File: config.mk
export PLATFORM = sky130hd
export DESIGN_NAME = lcd_pixel_feeder
export DESIGN_NICKNAME = d
export VERILOG_FILES = /design/src/rtl/lcd_pkg.sv /design/src/rtl/lcd_pixel_fifo.sv /design/src/rtl/lcd_pixel_feeder.sv
export SDC_FILE = /design/constraint.sdc
export NUM_CORES = 1
export LEC_CHECK = 0
export CORE_MARGIN = 2
export CORE_UTILIZATION = 45
export DETAILED_ROUTE_END_ITERATION = 6
export SYNTH_ARGS = -nofsm -noshare
export SYNTH_HDL_FRONTEND = slang
export SYNTH_SLANG_ARGS = --single-unit
File: constraint.sdc
create_clock -name clk_i -period 3.6 [get_ports clk_i]
set_clock_uncertainty 0.15 [all_clocks]
set_input_delay 0.54 -clock clk_i [delete_from_list [all_inputs] [get_ports clk_i]]
set_output_delay 0.54 -clock clk_i [all_outputs]
set_load 0.01 [all_outputs]
File: src/rtl/lcd_pkg.sv
// Shared LCD definitions: feeder state encoding, pixel type and panel geometry
// defaults common to the pixel feeder and the timing generator.
package lcd_pkg;

    localparam int LCD_DATA_W        = 24;
    localparam int LCD_H_PIXEL_COUNT = 800;
    localparam int LCD_V_PIXEL_COUNT = 480;

    typedef logic [LCD_DATA_W-1:0] pixel_t;

    typedef enum logic [2:0] {
        ST_IDLE   = 3'd0,
        ST_SYNC   = 3'd1,
        ST_FILL   = 3'd2,
        ST_START  = 3'd3,
        ST_STREAM = 3'd4,
        ST_DRAIN  = 3'd5
    } feeder_state_e;

endpackage

File: src/rtl/lcd_pixel_fifo.sv
// First-word-fall-through pixel FIFO with single-cycle flush; push is ignored
// when full and pop is ignored when empty.
module lcd_pixel_fifo #(
    parameter int DATA_W = 24,
    parameter int DEPTH  = 64,
    localparam int AW    = $clog2(DEPTH)
) (
    input  logic              clk,
    input  logic              rst,
    input  logic              push,
    input  logic [DATA_W-1:0] wdata,
    input  logic              pop,
    input  logic              flush,
    output logic [DATA_W-1:0] head,
    output logic              full,
    output logic              empty,
    output logic [AW:0]       level
);

    localparam logic [AW-1:0] PTR_ONE  = {{(AW-1){1'b0}}, 1'b1};
    localparam logic [AW:0]   FULL_CNT = (AW+1)'(DEPTH);

    logic [DATA_W-1:0] mem_r [DEPTH];
    logic [AW-1:0]     wr_ptr_r;
    logic [AW-1:0]     rd_ptr_r;
    logic [AW:0]       count_r;
    logic              do_push_s;
    logic              do_pop_s;

    assign full      = (count_r == FULL_CNT);
    assign empty     = (count_r == {(AW+1){1'b0}});
    assign level     = count_r;
    assign head      = mem_r[rd_ptr_r];
    assign do_push_s = push & ~full & ~flush;
    assign do_pop_s  = pop & ~empty & ~flush;

    // Pointer and occupancy bookkeeping; flush empties the FIFO in one cycle.
    always_ff @(posedge clk or posedge rst) begin
        if (rst) begin
            wr_ptr_r <= {AW{1'b0}};
            rd_ptr_r <= {AW{1'b0}};
            count_r  <= {(AW+1){1'b0}};
        end else if (flush) begin
            wr_ptr_r <= {AW{1'b0}};
            rd_ptr_r <= {AW{1'b0}};
            count_r  <= {(AW+1){1'b0}};
        end else begin
            if (do_push_s) wr_ptr_r <= wr_ptr_r + PTR_ONE;
            if (do_pop_s)  rd_ptr_r <= rd_ptr_r + PTR_ONE;
            count_r <= count_r + {{AW{1'b0}}, do_push_s} - {{AW{1'b0}}, do_pop_s};
        end
    end

    // Storage array write port.
    always_ff @(posedge clk) begin
        if (do_push_s) mem_r[wr_ptr_r] <= wdata;
    end

endmodule

File: src/rtl/lcd_pixel_feeder.sv
// AXI4-Stream to LCD panel pixel feeder: buffers a frame start, kicks the timing
// generator, then streams registered RGB/DE/HSYNC/VSYNC. Optional line-length
// checking is compiled in with LCD_PIXEL_FEEDER_TLAST_CHECK_EN.
module lcd_pixel_feeder
    import lcd_pkg::*;
#(
    parameter int                DATA_W        = LCD_DATA_W,
    parameter int                FIFO_DEPTH    = 64,
    parameter int                FILL_LEVEL    = 32,
    parameter int                H_PIXEL_COUNT = LCD_H_PIXEL_COUNT,
    parameter logic [DATA_W-1:0] BLANK_COLOR   = {DATA_W{1'b0}}
) (
    input  logic              clk_i,
    input  logic              rst_i,
    input  logic [DATA_W-1:0] s_axis_tdata,
    input  logic              s_axis_tvalid,
    output logic              s_axis_tready,
    input  logic              s_axis_tuser,
    input  logic              s_axis_tlast,
    input  logic              enable_i,
    input  logic              hsync_i,
    input  logic              vsync_i,
    input  logic              busy_i,
    output logic              start_o,
    output logic [DATA_W-1:0] lcd_data_o,
    output logic              lcd_de_o,
    output logic              lcd_hsync_o,
    output logic              lcd_vsync_o,
    output logic              underflow_o,
    output logic              sof_err_o,
`ifdef LCD_PIXEL_FEEDER_TLAST_CHECK_EN
    output logic              line_err_o,
`endif
    input  logic              clr_err_i
);

    localparam int          AW       = $clog2(FIFO_DEPTH);
    localparam logic [AW:0] FILL_CNT = (AW+1)'(FILL_LEVEL);

    feeder_state_e     state_r, next_state_s;
    logic              busy_q_r;
    logic              beat_s, tready_s, push_s, pop_s, flush_s;
    logic              uf_set_s, sof_set_s;
    logic [DATA_W-1:0] head_s;
    logic              full_s, empty_s;
    logic [AW:0]       level_s;
    logic              start_r, de_r, hsync_r, vsync_r, underflow_r, sof_err_r;
    logic [DATA_W-1:0] data_r;

    assign beat_s        = s_axis_tvalid & tready_s;
    assign s_axis_tready = tready_s;

    lcd_pixel_fifo #(.DATA_W(DATA_W), .DEPTH(FIFO_DEPTH)) u_fifo (
        .clk(clk_i), .rst(rst_i), .push(push_s), .wdata(s_axis_tdata),
        .pop(pop_s), .flush(flush_s), .head(head_s), .full(full_s),
        .empty(empty_s), .level(level_s)
    );

    // State register plus the delayed busy used for falling-edge detection.
    always_ff @(posedge clk_i or posedge rst_i) begin
        if (rst_i) begin
            state_r  <= ST_IDLE;
            busy_q_r <= 1'b0;
        end else begin
            state_r  <= next_state_s;
            busy_q_r <= busy_i;
        end
    end

    // Next-state logic.
    always_comb begin
        next_state_s = state_r;
        case (state_r)
            ST_IDLE:   next_state_s = ST_SYNC;
            ST_SYNC:   if (beat_s && s_axis_tuser) next_state_s = ST_FILL;
                       else                        next_state_s = ST_SYNC;
            ST_FILL:   if (level_s >= FILL_CNT) next_state_s = ST_START;
                       else                     next_state_s = ST_FILL;
            ST_START:  next_state_s = ST_STREAM;
            ST_STREAM: if (busy_q_r && !busy_i) next_state_s = ST_DRAIN;
                       else                     next_state_s = ST_STREAM;
            ST_DRAIN:  next_state_s = ST_SYNC;
            default:   next_state_s = ST_IDLE;
        endcase
    end

    // Per-state stream handshake, FIFO control and error-set strobes.
    always_comb begin
        tready_s  = 1'b0;
        push_s    = 1'b0;
        pop_s     = 1'b0;
        flush_s   = 1'b0;
        uf_set_s  = 1'b0;
        sof_set_s = 1'b0;
        case (state_r)
            ST_SYNC: begin
                tready_s = 1'b1;
                push_s   = beat_s & s_axis_tuser;
            end
            ST_FILL, ST_START: begin
                tready_s = ~full_s;
                push_s   = beat_s;
            end
            ST_STREAM: begin
                tready_s  = ~full_s;
                push_s    = beat_s;
                pop_s     = enable_i & ~empty_s;
                uf_set_s  = enable_i & empty_s;
                sof_set_s = beat_s & s_axis_tuser;
            end
            ST_DRAIN: flush_s = 1'b1;
            default:  tready_s = 1'b0;
        endcase
    end

    // Panel outputs, start pulse and sticky flags; clear wins over set.
    always_ff @(posedge clk_i or posedge rst_i) begin
        if (rst_i) begin
            data_r      <= BLANK_COLOR;
            de_r        <= 1'b0;
            hsync_r     <= 1'b1;
            vsync_r     <= 1'b1;
            start_r     <= 1'b0;
            underflow_r <= 1'b0;
            sof_err_r   <= 1'b0;
        end else begin
            data_r      <= pop_s ? head_s : BLANK_COLOR;
            de_r        <= enable_i;
            hsync_r     <= hsync_i;
            vsync_r     <= vsync_i;
            start_r     <= (next_state_s == ST_START);
            underflow_r <= clr_err_i ? 1'b0 : (underflow_r | uf_set_s);
            sof_err_r   <= clr_err_i ? 1'b0 : (sof_err_r | sof_set_s);
        end
    end

    assign lcd_data_o  = data_r;
    assign lcd_de_o    = de_r;
    assign lcd_hsync_o = hsync_r;
    assign lcd_vsync_o = vsync_r;
    assign start_o     = start_r;
    assign underflow_o = underflow_r;
    assign sof_err_o   = sof_err_r;

`ifdef LCD_PIXEL_FEEDER_TLAST_CHECK_EN
    localparam int          CW       = (H_PIXEL_COUNT > 1) ? $clog2(H_PIXEL_COUNT) : 1;
    localparam logic [CW-1:0] LAST_IDX = CW'(H_PIXEL_COUNT - 1);
    localparam logic [CW-1:0] CNT_ONE  = CW'(1);

    logic [CW-1:0] pix_cnt_r, pix_idx_s, pix_cnt_nxt_s;
    logic          line_set_s, line_err_r;

    // Index of the pushed pixel within its line; a frame start restarts at zero.
    always_comb begin
        pix_idx_s     = s_axis_tuser ? {CW{1'b0}} : pix_cnt_r;
        line_set_s    = 1'b0;
        pix_cnt_nxt_s = pix_cnt_r;
        if (push_s) begin
            if (s_axis_tlast) begin
                line_set_s    = (pix_idx_s != LAST_IDX);
                pix_cnt_nxt_s = {CW{1'b0}};
            end else if (pix_idx_s == LAST_IDX) begin
                line_set_s    = 1'b1;
                pix_cnt_nxt_s = {CW{1'b0}};
            end else begin
                pix_cnt_nxt_s = pix_idx_s + CNT_ONE;
            end
        end else begin
            pix_cnt_nxt_s = pix_cnt_r;
        end
    end

    // Line counter and sticky line-length error.
    always_ff @(posedge clk_i or posedge rst_i) begin
        if (rst_i) begin
            pix_cnt_r  <= {CW{1'b0}};
            line_err_r <= 1'b0;
        end else begin
            pix_cnt_r  <= pix_cnt_nxt_s;
            line_err_r <= clr_err_i ? 1'b0 : (line_err_r | line_set_s);
        end
    end

    assign line_err_o = line_err_r;
`else
    logic unused_tlast_s;
    assign unused_tlast_s = s_axis_tlast;
`endif

endmodule

# Yosys cells after proc, flatten, opt, wreduce, memory -nomap -nowiden
# Memory sizes are Yosys's and may differ from the RTL's.
# Index checks and enable logic that the tools add are counted.
[op_classes]
n_addsub = 4
multipliers = 0
div_mod_pow = 0
magnitude_cmp = 1
eq_ne = 7
n_shift = 0
mux = 20
bitwise = 13
reduce_logical = 9
[ops]
columns = ["cell", "count"]
rows = [
  ["$mux W24", 1],
  ["$mux W6", 4],
  ["$pmux W3 S5", 1],
  ["$add A6 B1 Y6 const B", 2],
  ["$mux W1", 10],
  ["$eq A3 B2 Y1 const B", 3],
  ["$and A1 B1 Y1", 8],
  ["$add A7 B1 Y7", 1],
  ["$eq A7 B7 Y1 const B", 1],
  ["$ge A7 B6 Y1 const B", 1],
  ["$logic_not A7 Y1", 1],
  ["$mux W7", 1],
  ["$sub A7 B1 Y7", 1],
  ["$eq A3 B3 Y1 const B", 2],
  ["$pmux W1 S2", 2],
  ["$reduce_bool A2 Y1", 2],
  ["$eq A3 B1 Y1 const B", 1],
  ["$logic_not A3 Y1", 1],
  ["$not A1 Y1", 3],
  ["$reduce_or A3 Y1", 1],
  ["$logic_and A1 B1 Y1", 2],
  ["$mux W2", 1],
  ["$or A1 B1 Y1", 2],
  ["$reduce_or A2 Y1", 1],
  ["$logic_not A1 Y1", 1],
]
[word_totals]
register_bits = 53
latch_bits = 0
mem_bits_rw = 1536
mem_bits_ro = 0
inputBits = 34
output_inout_bits = 31
elab_cells = 67
mem_count = 1
[memory_table]
columns = ["name", "words", "width", "rd", "rd_ports_with_merged_regs", "write_ports", "line_no", "source"]
rows = [
  ["u_fifo.mem_r", 64, 24, 1, 0, 1, "lcd_pixel_fifo.sv:23", "logic [DATA_W-1:0] mem_r [DEPTH];"],
]

# Depth between registers and ports, before layout
# Gate-level depths: netlist of run 1.
[depth]
depth_word = 11
depth_mapped = 18
depth_no_buf = 16

# By module
# A second synthesis of run 1 with hierarchy kept.
[hier_totals]
hier_cells = 2969
area_unflattened_um2 = 61377.6
[modules_own_cells]
columns = ["mod", "instances", "cells_each", "area_each_um2", "seq_area_each_um2"]
rows = [
  ["lcd_pixel_fifo", 1, 2879, 60147.7, 46599.7],
  ["lcd_pixel_feeder", 1, 90, 1229.9, 853.3],
]

# Worst setup path after synthesis of run 1
# OpenSTA, ideal clock, no wires.
[synth_path]
kind = "reg2reg"
from = "reg u_fifo.count_r[2] (netlist: u_fifo.level[2])"
to = "reg u_fifo.count_r[6] (netlist: u_fifo.level[6])"
setup_time_ps = 132
arrival_ps = 3032
t_required_ps = 3318
slack_ps = 286
path_stages_with_launch = 19
n_path_buf = 2
period_less_slack_ps = 3314
path_cell_list = "dfrtp_1 -> inv_1 -> ha_1 -> nor4bb_1 -> and2_1 -> or2_1 -> buf_6 -> inv_6 -> clkbuf_1 -> ha_1 -> inv_1 -> ha_1 -> fa_1 -> a21oi_1 -> o21bai_1 -> a21oi_1 -> o21bai_1 -> xor2_1 -> nor2_1"
[synth_via]
elab_chain_len = 11
elab_cells_between_ends = 17
cone_classes = "2 x add/sub; 1 x eq/ne; 4 x mux; 9 x bitwise; 1 x reduce/logical"
[synth_lines]
columns = ["item", "line_no", "source"]
rows = [
  ["start: declaration", "lcd_pixel_fifo.sv:26", "logic [AW:0] count_r;"],
  ["start signal: assignment", "lcd_pixel_fifo.sv:42", "count_r <= {(AW+1){1'b0}};"],
  ["start signal: assignment", "lcd_pixel_fifo.sv:46", "count_r <= {(AW+1){1'b0}};"],
  ["start signal: assignment", "lcd_pixel_fifo.sv:50", "count_r <= count_r + {{AW{1'b0}}, do_push_s} - {{AW{1'b0}}, do_pop_s};"],
  ["$eq A7 B7 Y1", "lcd_pixel_fifo.sv:30", "assign full = (count_r == FULL_CNT);"],
  ["$not A1 Y1", "lcd_pixel_fifo.sv:34, lcd_pixel_feeder.sv:101, lcd_pixel_feeder.sv:105", ""],
  ["$pmux W1 S2", "lcd_pixel_feeder.sv:95", "case (state_r)"],
  ["$and A1 B1 Y1", "lcd_pixel_feeder.sv:50", "assign beat_s = s_axis_tvalid & tready_s;"],
  ["$and A1 B1 Y1", "lcd_pixel_feeder.sv:98", "push_s = beat_s & s_axis_tuser;"],
  ["$pmux W1 S2", "lcd_pixel_feeder.sv:95", ""],
  ["$and A1 B1 Y1 (2 in a row)", "lcd_pixel_fifo.sv:34", "assign do_push_s = push & ~full & ~flush;"],
  ["$add A7 B1 Y7", "lcd_pixel_fifo.sv:50", ""],
  ["$sub A7 B1 Y7 *", "lcd_pixel_fifo.sv:50", ""],
  ["$mux W7 *", "lcd_pixel_fifo.sv:43", "end else if (flush) begin"],
]
# Mark *: on every way between the ends. The rest lies on a longest branch, timed or not.
# A chain may end at the register's enable or synchronous reset.

# Worst setup path in the final report of run 1
# Same ends and word-level chain as after synthesis.

==> flow_summary.toml, run 1 <==
[finish]
fillerInstances = 10400
drive_gt1_share_pct = 24.7
nets = 3261
fin_area_mm2 = 0.0707
area_growth_pct = 15.4

[timing]
fmax_ghz = 0.298
hold_violations = 0
drv_slew = 0
period_share_pct = 93.3
min_period_ns = 3.36
setup_viol = 0
tns_ns = 0
rsz0062_at_grt = "no"
relSlewSlack_pct = 23.4
worst_slew_pin_slew_ns = 1.15

[clock_network]
cts_tree = "yes"
clock_path_buffers = 3
cts_root_buf = "clkbuf_16"
insertion_delay_ns = 0.76
clkSinkCount = 1589
numCtsBuffers = 158
cts.clk_slew.worst_paths_ns = 0.06
htreeDepth = 4
cts_setup_buffers = 0

[synthesis]
ys_types = 56
synth_top_family_by_area = "multiplexers"
muxShareOfSynthArea_pct = 14.7
ys_warn_count = 0
synth_edf_count = 1536
syn_nets = 3003
synthAdderAreaFrac_pct = 0.278
synth-simple-area-share_pct = 2.68
avgSynthCellArea_um2 = 20.7
synth_xor_xnor_area_share_pct = 0.171
synthCells = 2956
synth_compound_area_share_pct = 3.02
synth_ff_type = "edfxtp_1"
synth.ff_latch_count = 1589
async_reset_ff_share_pct = 3.34
ys_seq_area_share_pct = 77.4
netlist_area_mm2 = 0.0613

[setup_path]
crit_fanout = 2
cpPeakStageDelay_ns = 0.45
required_ns = 4.07
cp-end-kind = "flip-flop"
crit_path_top_delay_cell = "fa_1"
worstPathArrival_ns = 3.83
startpoint = "u_fifo.level[2]"
worstPathCellList = "inv_1 > ha_1 > nor4bb_2 > and2_1 > or2_1 > inv_6 > ha_1 > inv_1 > ha_1 > fa_1 > a21oi_1 > o21bai_1 > a21oi_1 > o21bai_1 > xor2_1 > nor2_1"
worstSetupPathType = "flip-flop to flip-flop"
critPathLaunchType = "flip-flop"
r2r-start = "u_fifo.level[2]"
crit_top_cell = "ha_1"

[placement]
io_buffers = 63
routabilityCongestion = 0.863
dpl_cell_area_mm2 = 0.0658
dpl.hpwl_um = 88300

[grt]
grt_max_degree = 106
grt_first_pass_wirelength_um = 214000
grt_pass1_vias = 30500
antenna_found_initial = 10
track_usage_pct = 21.4
overflow = 0

[min_path]
hp-start = "hsync_i"
hold_path.class = "input port to flip-flop"

[pwr]
p_sw_mw = 13.2
max-vdd-ir-drop_mv = 0.531
p_int_mw = 34.7
p_leak_nw = 21.8
swShare_pct = 27.5
p_comb_share_pct = 23.5
p_per_area_mw_per_mm2 = 677
seq_power_share_pct = 43.9
pwr-share-clk_pct = 32.7

[routing]
viasPerCell = 5.88
first_pass_iters = 6
drc = 0
wire_per_inst_um = 29.1
wl_um = 149000
postRouteAntennaNets = 0
num_vias = 30100
drt_iter0_markers = 3595

[die]
ioPinCount = 65
row_count = 135
die_w_um = 373
dieArea_mm2 = 0.139
core-area_mm2 = 0.135
die_y_um = 373
start_util_pct = 45.3

[status]
status = "finished, final reports clean"

[flow_run]
drv_cap = 0
==> power by group through the flow <==
| stage | Sequential (mW) | Clock [mW] | Combinational [mW] |
|---|---|---|---|
| after floorplan | 21.1 | 0 | 7.85 |
| after global placement | 21.4 | 0 | 11.2 |
| after detailed placement | 21.4 | 0 | 11.3 |
| after CTS | 21.0 | 15.9 | 11.3 |
| after global routing | 21.0 | 16.7 | 12.0 |
| final | 21.0 | 15.7 | 11.2 |
==> cell usage after synthesis (6+ instances only) <==
master	number	area share (%)
a221oi_1	51	0.73
edfxtp_1	1536	75
a21oi_1	54	0.44
nand3b_1	7	0.086
buf_6	17	0.31
buf_1	9	0.055
buf_2	40	0.33
nor2b_1	7	0.071
o221ai_1	19	0.27
nor2_1	89	0.55
and2_1	6	0.061
clkbuf_1	70	0.43
a22oi_1	53	0.65
o21ai_0	43	0.35
mux4_2	285	10
inv_1	13	0.080
buf_4	30	0.37
ha_1	12	0.24
mux2i_1	237	3.9
nand3_1	83	0.68
and3_1	41	0.42
dfrtp_1	51	2.1
a31oi_1	21	0.21
nand2_1	89	0.55
mux2_2	19	0.35
xnor2_1	7	0.10
==> final cells by class <==
cell class                 instances  area [um^2]  share of cell area [%]
sequential                      1589        47500                    67.1
multi-input combinational       1180        13000                    18.3
clock buffer                     215         4440                    6.28
timing repair buffer             270         3060                    4.32
tap                             1781         2230                    3.15
clock inverter                    71          500                   0.708
inverter                          15         61.3                  0.0867
antenna                            6         15.0                  0.0212
==> path summary, 6_finish.rpt <==
check                      cells after the start  slack [ns]               to
max                                           16        0.24  u_fifo.level[6]
min                                            1        0.06      lcd_hsync_o
max reg2reg                                   16        0.24  u_fifo.level[6]
min reg2reg                                    2        0.36      underflow_o
max in group asynchronous                      3        2.42  u_fifo.level[1]
min in group asynchronous                      2        0.11    lcd_data_o[5]
==> through the flow <==
stage	hold WS, ns	worst slack [ns]	cells	util, %	power (mW)
floorplan	0.357	0.286	2956	-	28.9
global placement	0.341	0.162	4833	48.6	32.5
detailed placement	0.344	0.182	4833	48.6	32.7
CTS	0.00528	0.143	5121	52.3	48.3
global route	0.0321	0.0288	5121	52.3	49.7
finish	0.0649	0.243	5127	52.3	47.9
==> timing repair <==
action,4_1_cts,5_1_grt
endpoints found under the hold margin,2,0
hold buffers,2,0
endpoints found under the setup margin,0,1
resized for setup,0,1
==> placed cells by master (no fill, tap or decap), types with 24 or more instances in the layout <==
cell             count
buf_4              126
edfxtp_1          1536
o21ai_0             43
nand3_1             83
clkbuf_16          168
clkdlybuf4s50_1     39
a221oi_1            51
dfrtp_1             46
clkinv_1            38
and3_1              41
a21oi_1             54
clkbuf_1            41
buf_12              79
nor2_2              65
a22oi_1             53
mux4_2             285
buf_2               24
mux2i_1            237
nand2_1             89
==> cells by family (layout without fill, tap and decap cells) <==
group	after synthesis	count (layout)
buffers and inverters	187	571
and+or+nand+nor	344	344
adders and majority gates	13	13
DFF	1589	1589
AOI/OAI and AO/OA	270	270
muxes	541	541
xor gates and xnor gates	12	12
other	0	6
==> per-layer routing <==
layer / routed length [um] / vias to the layer above / track usage [%]
met3: 11100 / 202 / 3.96
met1: 64100 / 16000 / 31.0
met4: 3380 / 8 / 6.17
met5: 54 / - / 0
met2: 70700 / 1191 / 33.4
li1: - / 12800 / -
==> worst max-delay path: cells and delay by family, from the launching register on <==
family	cells	cell delay, ns
compound gates	4	0.53
xor+xnor	1	0.15
fa+ha+maj	4	1.06
buf+inv	3	0.19
flops	1	0.39
simple gates	4	0.75
==> sequential cells by signal, indices dropped and copies added (netlist names) <==
register and cells:
u_fifo.wr_ptr_r 6, start_o 1, busy_q_r 1, lcd_data_o 24, underflow_o 1, sof_err_o 1
u_fifo.level 7, u_fifo.mem_r 1536, state_r 3, lcd_de_o 1, lcd_hsync_o 1, lcd_vsync_o 1
u_fifo.rd_ptr_r 6
Note: power is estimated with default switching activity, not from simulation.
==> inputs of run 2 (changes only) <==
Settings changed: CORE_MARGIN 2 to 1.5, SLEW_MARGIN set to 5.
==> flow_summary.toml, run 2 (same netlist as run 1, synthesis figures left out) <==
[setup_path]
crit_fanout = 3
r2r-start = "u_fifo.level[2]"
r2r_cells = 16
path_buf_inv = 3
cpPeakStageDelay_ns = 0.49
rr_endpoint = "u_fifo.level[6]"
crit_path_top_delay_cell = "clkdlybuf4s50_1"
cp-end-kind = "primary output"
worstPathArrival_ns = 2.73
critPathLaunchType = "flip-flop"
worstPathCellList = "inv_1 > ha_1 > nor4bb_1 > buf_4 > nand2_1 > a21oi_1 > o21ai_0 > clkdlybuf4s50_1"
critPathTopFamily = "buffers and inverters"
required_ns = 2.91
worstSetupPathType = "flip-flop to primary output"
reg2reg_slack_ns = 0.19

[clock_network]
htreeDepth = 4
clock_path_buffers = 3
cts_root_buf = "clkbuf_16"
cts_tree = "yes"
numCtsBuffers = 156
clkSinkCount = 1589
cts_resized = 0
insertion_delay_ns = 0.79
cts.clk_slew.worst_paths_ns = 0.06

[finish]
drive_gt1_share_pct = 24.8
nets = 3254
regMostFlops = "u_fifo.mem_r"
layout_commonest_cell = "edfxtp_1"
final_cell_mix = "edfxtp_1 (1536), mux4_2 (285), mux2i_1 (237)"
area_growth_pct = 15.3
largest_reg_flops = 1536

[die]
die_y_um = 372
start_util_pct = 45.3
row_count = 135
core-area_mm2 = 0.135
ioPinCount = 65
die_w_um = 372
dieArea_mm2 = 0.138

[routing]
num_vias = 30200
top_layer = "met5"
wl_um = 152000
drc = 0
postRouteAntennaNets = 0
wl_met2_um = 71600
wl_met3_um = 12100
first_pass_iters = 6
wire_per_inst_um = 29.6
viasPerCell = 5.89
drt_iter0_markers = 3760
wl_met1_um = 64200

[pwr]
max-vdd-ir-drop_mv = 0.556
p_leak_nw = 21.8
p_per_area_mw_per_mm2 = 678

[timing]
setup_viol = 0
tns_ns = 0
drv_slew = 0
rsz0062_at_grt = "no"
worst_slew_pin_slew_ns = 1.19
period_share_pct = 95.0
whs_ns = 0.0574
fmax_ghz = 0.292
relSlewSlack_pct = 20.6
min_period_ns = 3.42
hold_violations = 0

[min_path]
hold_path_depth = 1
hp-start = "s_axis_tdata[17]"
hold_path.class = "input port to flip-flop"
min_to = "u_fifo.mem_r[46][17]"

[status]
status = "finished, final reports clean"

[grt]
grt_first_pass_wirelength_um = 216000
overflow = 0
grt_pass1_vias = 30800
grt_max_degree = 95
track_usage_pct = 22.1
antenna_found_initial = 9

[flow_run]
drv_cap = 0

[placement]
routabilityCongestion = 0.826
dpl.hpwl_um = 89000
io_buffers = 63
-- run 2: area by class of cell --
cell class	instances	area, um^2
fill	10300	64600
sequential	1589	47500
multi-input combinational	1180	13000
clock buffer	189	4110
timing repair buffer	265	3040
tap	1781	2230
clock inverter	101	823
inverter	15	61.3
antenna	5	12.5
-- run 2: how the worst max path moves through the flow --
| stage | startpoint | to | cells after the start |
|---|---|---|---|
| after floorplan | u_fifo.level[2] | u_fifo.level[6] | 18 |
| after global placement | u_fifo.level[2] | u_fifo.level[6] | 16 |
| after detailed placement | s_axis_tvalid | u_fifo.mem_r[25][20] | 8 |
| after global routing | u_fifo.level[2] | u_fifo.level[6] | 16 |
| after CTS | u_fifo.level[2] | s_axis_tready | 8 |
| final | u_fifo.level[2] | s_axis_tready | 8 |
-- run 2: timing repair --
item / CTS / global route
buffers inserted: 0 / 0
hold endpoints to repair: 20 / 0
hold buffers: 3 / 0
setup endpoints to repair: 0 / 0
-- run 2: worst reg2reg max path: cells and delay by family, from the launching register on --
kind            cells  cell delay (ns)
fa+ha+maj           4             1.09
simple gates        4             0.77
flops               1             0.39
compound gates      4             0.53
xor+xnor            1             0.15
buf+inv             3             0.18
-- run 2: power breakdown --
group	leakage, nW	internal, mW	switching (mW)
logic	4.87	4.99	6.27
clock network	2.41	8.89	6.85
registers	14.5	20.6	0.287
-- run 2: per-stage QoR --
step	setup WS (ns)	utilization [%]	cell area (um^2)	total power [mW]	instances
CTS	0.120	52.2	70700	48.3	5120
global route	0.00318	52.2	70700	49.6	5120
global placement	0.178	48.6	65700	32.4	4827
detailed placement	0.218	48.6	65700	32.6	4827
finish	0.180	52.3	70700	47.9	5125
floorplan	0.286	-	61300	28.9	2956
-- run 2: layer usage --
layer,global-route usage (%),up-vias
li1,-,12700
met1,31.4,16100
met2,34.5,1198
met3,4.59,200
met4,6.93,4
met5,0,-
